--- src/rtl/flux_frame_sequencer_if.sv ---
// Frame-streaming bus between the FFT magnitude buffer, the flux datapath and the sequencer.
// The sequencer drives the master modport; the buffer/datapath side uses slave.
interface flux_frame_sequencer_if #(
  parameter int BIN_LENGTH = 10
);
  logic                  fft_ready;
  logic                  flux_valid;
  logic                  fft_rd_en;
  logic [BIN_LENGTH-1:0] fft_rd_addr;
  logic                  mag_valid;
  logic [BIN_LENGTH-1:0] bin_index;
  logic                  frame_done;
  logic                  fft_release;

  modport master (
    input  fft_ready, flux_valid,
    output fft_rd_en, fft_rd_addr, mag_valid, bin_index, frame_done, fft_release
  );

  modport slave (
    output fft_ready, flux_valid,
    input  fft_rd_en, fft_rd_addr, mag_valid, bin_index, frame_done, fft_release
  );
endinterface

--- src/rtl/flux_frame_sequencer.sv ---
// Streams one FFT magnitude frame into the flux datapath, drains it, then waits for the flux result.
// Define FLUX_SEQ_OVERRUN_CNT_EN to add the saturating overrun_count output.
module flux_frame_sequencer #(
  parameter int N            = 1024,
  parameter int BIN_LENGTH   = 10,
  parameter int FLUSH_CYCLES = 4,
  parameter int FLUX_TIMEOUT = 64
) (
  input  logic                          clk,
  input  logic                          reset,
  flux_frame_sequencer_if.master        bus,
  output logic                          busy,
  output logic [15:0]                   frame_count,
  output logic                          timeout_flag
`ifdef FLUX_SEQ_OVERRUN_CNT_EN
  ,
  output logic [7:0]                    overrun_count
`endif
);

  typedef enum logic [1:0] {IDLE, STREAM, FLUSH, WAIT_FLUX} state_t;

  localparam logic [BIN_LENGTH-1:0] LAST_ADDR  = BIN_LENGTH'(N - 1);
  localparam logic [3:0]            LAST_FLUSH = 4'(FLUSH_CYCLES - 1);
  localparam logic [7:0]            LAST_WAIT  = 8'(FLUX_TIMEOUT - 1);

  state_t                state_q, state_d;
  logic [BIN_LENGTH-1:0] addr_q, addr_d;
  logic [3:0]            flush_q, flush_d;
  logic [7:0]            wait_q, wait_d;
  logic                  pending_q, pending_d;
  logic                  flux_q;
  logic                  flux_rise;
  logic                  rd_en;
  logic                  done_pulse;
  logic                  count_frame;
  logic                  timed_out;
  logic                  mag_valid_q;
  logic [BIN_LENGTH-1:0] bin_index_q;

  assign flux_rise = bus.flux_valid & ~flux_q;

  always_comb begin
    // NOTE: every signal written here is defaulted first, so no path leaves one unassigned and no latch is inferred.
    state_d     = state_q;
    addr_d      = addr_q;
    flush_d     = flush_q;
    wait_d      = wait_q;
    rd_en       = 1'b0;
    done_pulse  = 1'b0;
    count_frame = 1'b0;
    timed_out   = 1'b0;

    unique case (state_q)
      IDLE: begin
        if (bus.fft_ready || pending_q) begin
          state_d = STREAM;
          addr_d  = '0;
        end
      end
      STREAM: begin
        rd_en = 1'b1;
        if (addr_q == LAST_ADDR) begin
          addr_d  = '0;
          flush_d = '0;
          state_d = FLUSH;
        end else begin
          addr_d = addr_q + BIN_LENGTH'(1);
        end
      end
      FLUSH: begin
        if (flush_q == LAST_FLUSH) begin
          done_pulse = 1'b1;
          flush_d    = '0;
          wait_d     = '0;
          state_d    = WAIT_FLUX;
        end else begin
          flush_d = flush_q + 4'(1);
        end
      end
      WAIT_FLUX: begin
        // A rise on the final allowed cycle still counts as a published result.
        if (flux_rise) begin
          count_frame = 1'b1;
          state_d     = IDLE;
        end else if (wait_q == LAST_WAIT) begin
          timed_out = 1'b1;
          state_d   = IDLE;
        end else begin
          wait_d = wait_q + 8'(1);
        end
      end
      default: state_d = IDLE;
    endcase
  end

  // Leaving IDLE consumes the pending request; a coincident fft_ready takes its place.
  always_comb begin
    pending_d = pending_q;
    if (state_q == IDLE) begin
      pending_d = pending_q & bus.fft_ready;
    end else if (bus.fft_ready && !pending_q) begin
      pending_d = 1'b1;
    end
  end

  always_ff @(posedge clk) begin
    // NOTE: registers use non-blocking assignments so every flop samples pre-edge values regardless of statement order.
    if (reset) begin
      state_q      <= IDLE;
      addr_q       <= '0;
      flush_q      <= '0;
      wait_q       <= '0;
      pending_q    <= 1'b0;
      flux_q       <= 1'b0;
      mag_valid_q  <= 1'b0;
      bin_index_q  <= '0;
      frame_count  <= '0;
      timeout_flag <= 1'b0;
    end else begin
      state_q     <= state_d;
      addr_q      <= addr_d;
      flush_q     <= flush_d;
      wait_q      <= wait_d;
      pending_q   <= pending_d;
      flux_q      <= bus.flux_valid;
      mag_valid_q <= rd_en;
      bin_index_q <= addr_q;
      if (count_frame) frame_count <= frame_count + 16'(1);
      if (timed_out) timeout_flag <= 1'b1;
    end
  end

`ifdef FLUX_SEQ_OVERRUN_CNT_EN
  logic overrun_drop;
  assign overrun_drop = bus.fft_ready && (state_q != IDLE) && pending_q;

  always_ff @(posedge clk) begin
    if (reset) begin
      overrun_count <= '0;
    end else if (overrun_drop && (overrun_count != 8'hFF)) begin
      overrun_count <= overrun_count + 8'(1);
    end
  end
`endif

  assign bus.fft_rd_en   = rd_en;
  assign bus.fft_rd_addr = addr_q;
  assign bus.mag_valid   = mag_valid_q;
  assign bus.bin_index   = bin_index_q;
  assign bus.frame_done  = done_pulse;
  assign bus.fft_release = done_pulse;
  assign busy            = (state_q != IDLE);

endmodule

--- src/flat_wrapper.sv ---
// flat-port wrapper written by rule: the top's interface ports become plain ports
module flux_frame_sequencer_flat 
#(
  parameter int N            = 1024,
  parameter int BIN_LENGTH   = 10,
  parameter int FLUSH_CYCLES = 4,
  parameter int FLUX_TIMEOUT = 64
)
  (clk, reset, busy, frame_count, timeout_flag, bus_fft_ready, bus_flux_valid, bus_fft_rd_en, bus_fft_rd_addr, bus_mag_valid, bus_bin_index, bus_frame_done, bus_fft_release);
  flux_frame_sequencer_if #(.BIN_LENGTH(BIN_LENGTH)) bus_i ();
  input  logic clk;
  input  logic reset;
  output logic busy;
  output logic [15:0] frame_count;
  output logic timeout_flag;
  input wire logic [$bits(bus_i.fft_ready)-1:0] bus_fft_ready;
  input wire logic [$bits(bus_i.flux_valid)-1:0] bus_flux_valid;
  output wire logic [$bits(bus_i.fft_rd_en)-1:0] bus_fft_rd_en;
  output wire logic [$bits(bus_i.fft_rd_addr)-1:0] bus_fft_rd_addr;
  output wire logic [$bits(bus_i.mag_valid)-1:0] bus_mag_valid;
  output wire logic [$bits(bus_i.bin_index)-1:0] bus_bin_index;
  output wire logic [$bits(bus_i.frame_done)-1:0] bus_frame_done;
  output wire logic [$bits(bus_i.fft_release)-1:0] bus_fft_release;
  assign bus_i.fft_ready = bus_fft_ready;
  assign bus_i.flux_valid = bus_flux_valid;
  assign bus_fft_rd_en = bus_i.fft_rd_en;
  assign bus_fft_rd_addr = bus_i.fft_rd_addr;
  assign bus_mag_valid = bus_i.mag_valid;
  assign bus_bin_index = bus_i.bin_index;
  assign bus_frame_done = bus_i.frame_done;
  assign bus_fft_release = bus_i.fft_release;
  flux_frame_sequencer #(.N(N), .BIN_LENGTH(BIN_LENGTH), .FLUSH_CYCLES(FLUSH_CYCLES), .FLUX_TIMEOUT(FLUX_TIMEOUT)) u_core (.clk(clk), .reset(reset), .bus(bus_i), .busy(busy), .frame_count(frame_count), .timeout_flag(timeout_flag));
endmodule
--- config.mk ---
export PLATFORM = sky130hd
export DESIGN_NAME = flux_frame_sequencer_flat
export DESIGN_NICKNAME = d
export VERILOG_FILES = /design/src/rtl/flux_frame_sequencer_if.sv /design/src/rtl/flux_frame_sequencer.sv /design/src/flat_wrapper.sv
export SDC_FILE = /design/constraint.sdc
export NUM_CORES = 1
export LEC_CHECK = 0
export ABC_CLOCK_PERIOD_IN_PS = 2500
export CORE_ASPECT_RATIO = 1.4
export CORE_MARGIN = 2
export CORE_UTILIZATION = 51
export CTS_CLUSTER_DIAMETER = 150
export DETAILED_ROUTE_END_ITERATION = 12
export PLACE_DENSITY = 0.79
export SKIP_CTS_REPAIR_TIMING = 1
export SYNTH_ARGS = -nofsm -noshare
export SYNTH_HDL_FRONTEND = slang
export SYNTH_SLANG_ARGS = --single-unit
--- constraint.sdc ---
create_clock -name clk -period 2.5 [get_ports clk]
set_clock_uncertainty 0.15 [all_clocks]
set_input_delay 0.5 -clock clk [delete_from_list [all_inputs] [get_ports clk]]
set_output_delay 0.5 -clock clk [all_outputs]
set_load 0.02 [all_outputs]
==> metrics.cfg, run 1 <==
[synth]
synth_top_family_by_area = simple AND/OR/NAND/NOR gates
yosys.cell_types.count = 51
synthMuxAreaShare = 0.00827
synth_area_leaders = dfxtp_1 45%, nor2_1 5.7%, ha_1 4.7%
synth_compound_area_frac = 0.104
ys_seq_area_frac = 0.447
syn_area_per_cell_um2 = 9.07
synth_top_area_cell = dfxtp_1
synthCells = 267
syn_area_um2 = 2420
yosysWarningCount = 0
yosysTopAreaCellShare = 0.447
synth_adder_area_share = 0.0465
async_flop_share = 0
synth_fp_nets = 280
synth-simple-area-share = 0.278
synth_edf_count = 0
ys_ff_latch = 54
ys.flop_type = dfxtp_1
synthXorXnorAreaFrac = 0.0796

[setup_path]
arrival_ns = 1.75
timing.reg2reg.setup_slack_ns = 0.41
reg2reg_depth = 7
path_class = flop to primary output
cp_top_family = buffers and inverters
r2r-start = u_core.state_q[0]$_SDFFE_PP0P_
crit_path_end = busy
crit_start = u_core.state_q[0]$_SDFFE_PP0P_
cp_num_cells = 4
crit_fanout = 4
cp_num_buf_inv = 3
cp.required_ns = 1.85
cp-start-kind = flop
crit_chain = inv_1 -> ha_1 -> inv_1 -> clkdlybuf4s50_1
crit_slowest_cell = clkdlybuf4s50_1
max_stage_delay_ns = 0.60
r2r-end = u_core.bus.fft_rd_addr[9]$_SDFFE_PP0P_
crit_top_cell = inv_1
crit_path_end_kind = primary output

[cts]
cts_tree = built
clock_latency_ns = 0.31
cts.sinks = 54
clk_pin_slew_ns = 0.10
clk_path_buf_depth = 2
numCtsBuffers = 5
cts.htree.levels = 2
clockRootBuffer = clkbuf_8

[routing]
routed_wirelength_mm = 4.88
drc = 0
drt_iter0_drc = 57
ant_nets = 0
vias_per_cell = 5.29
avgRoutedWirePerCell_um = 12.9
drtPass1Iterations = 4
vias = 1999

[min_path]
hold_path_class = flop to flop
min_path_cells = 2

[die]
die_h_um = 85.5
start_util = 0.534
core-area_um2 = 4540
rows = 29
io_pins = 46
die_w_um = 62.2
die-area_um2 = 5320

[place]
gp_congestion = 0.902
pre_cts_ws_ns = 0.180
hpwl_mm = 3.55
port_buffers = 45
place_inst = 370

[timing]
drv_slew = 0
hold_ws_ns = 0.340
worst_pin_slew_ns = 0.577
setup_ws_ns = 0.0983
fin_crit_ns = 2.40
setup_viol = 0
min_period_over_period = 0.961
slew_headroom = 0.611
hold_viol_final = 0
grt_setup_unrepaired = no
fmax_ghz = 0.416

[job]
maxCapViolCount = 0

[finish]
diodes = 0
final_cells = 378
layout_common_cells = 54 x dfxtp_1, 43 x clkdlybuf4s50_1, 37 x nor2_1
syn2layout_area_growth_pct = 25.7
layout-drive-gt1-share = 0.0791
nets = 328
nFillCells = 357
final_common_cell = dfxtp_1

[grt]
gr-total-overflow = 0
grt_start_max_net_pins = 29
track_usage = 0.192
grt_pass1_wl_mm = 8.29
antenna_found_initial = 0
grt_pass1_vias = 1881

[pwr]
total_power_mw = 2.07
peakVddDrop_mv = 0.358
p_leak_nw = 1.15
powerDensity_nw_per_um2 = 681

[outcome]
outcome = completed

## metal layers
| layer | up-vias | track usage | part of all wire |
|---|---|---|---|
| met5 | - | 0 | 0 |
| met4 | 0 | 0.0929 | 0.024 |
| met3 | 10 | 0.0315 | 0.044 |
| met2 | 53 | 0.351 | 0.50 |
| met1 | 918 | 0.218 | 0.43 |
| li1 | 1018 | - | - |
## flip-flops by register name, summed over array words and instances, names as in the netlist
register,cells
u_core.bus.mag_valid,1
u_core.wait_q,8
u_core.flush_q,4
u_core.frame_count,16
u_core.state_q,2
u_core.timeout_flag,1
u_core.pending_q,1
u_core.flux_q,1
u_core.bus.bin_index,10
u_core.bus.fft_rd_addr,10
## worst register-to-register path, stage by stage (launching register included)
cell,delay (ns)
dfxtp_1,0.39
inv_1,0.10
ha_1,0.25
or3b_2,0.24
nor3b_1,0.45
nand4_1,0.20
xor2_1,0.16
nor2_1,0.05
## synth_stat cells (3+ instances only)
cell type and number:
a21oi_1 10, nor3b_1 3, a31oi_1 3, xnor2_1 10, o21ai_0 10, ha_1 9, xor2_1 12, nor2b_1 12
a21o_1 3, nor3_1 7, dfxtp_1 54, nand3_1 11, nor2_1 37, nand2_1 19, and3_1 5, nand4_1 8
inv_1 7, clkbuf_1 4
## power by group
| group | switching, mW | internal (mW) |
|---|---|---|
| clock | 0.301 | 0.304 |
| combinational | 0.313 | 0.220 |
| sequential | 0.0355 | 0.901 |
## layout make-up
type,instances,area [µm²],area share
multi-input combinational,197,1250,0.411
sequential,54,1080,0.355
timing repair buffer,50,493,0.162
tap,62,77.6,0.0255
clock buffer,5,68.8,0.0226
clock inverter,3,47.5,0.0156
inverter,7,26.3,0.00863
## cells by family after synthesis
group                    after synthesis
flip-flops                            54
AND/OR/NAND/NOR                      125
AO/OA/AOI/OAI                         39
buffers and inverters                 16
multiplexers                           2
adder cells (fa/ha/maj)                9
XOR/XNOR                              22
## metrics by stage
| stage | setup TNS, ns | instance area (µm²) | utilization |
|---|---|---|---|
| final | 0 | 3040 | 0.671 |
| after global routing | 0 | 3040 | 0.671 |
| after CTS | -0.0889 | 3040 | 0.670 |
| after detailed placement | 0 | 2920 | 0.644 |
| after global placement | 0 | 2920 | 0.644 |
| after floorplan | 0 | 2420 | - |
## worst min-delay path by stage
stage | start | endpoint | slack, ns
3_3_place_gp | u_core.timeout_flag$_SDFFE_PP0P_ | u_core.timeout_flag$_SDFFE_PP0P_ | 0.30
4_1_cts | u_core.pending_q$_SDFFE_PP0P_ | u_core.pending_q$_SDFFE_PP0P_ | 0.35
5_1_grt | u_core.pending_q$_SDFFE_PP0P_ | u_core.pending_q$_SDFFE_PP0P_ | 0.38
6_report | u_core.pending_q$_SDFFE_PP0P_ | u_core.pending_q$_SDFFE_PP0P_ | 0.34
2_1_floorplan | u_core.pending_q$_SDFFE_PP0P_ | u_core.pending_q$_SDFFE_PP0P_ | 0.30
3_5_place_dp | u_core.timeout_flag$_SDFFE_PP0P_ | u_core.timeout_flag$_SDFFE_PP0P_ | 0.33
Power figures use the tool's default switching activity.
==> run 2: changes to the inputs <==
- HOLD_SLACK_MARGIN: unset -> 0.03
==> results of run 2 <==
Same layout as run 1: the final DEF is identical, and so are final timing and power.
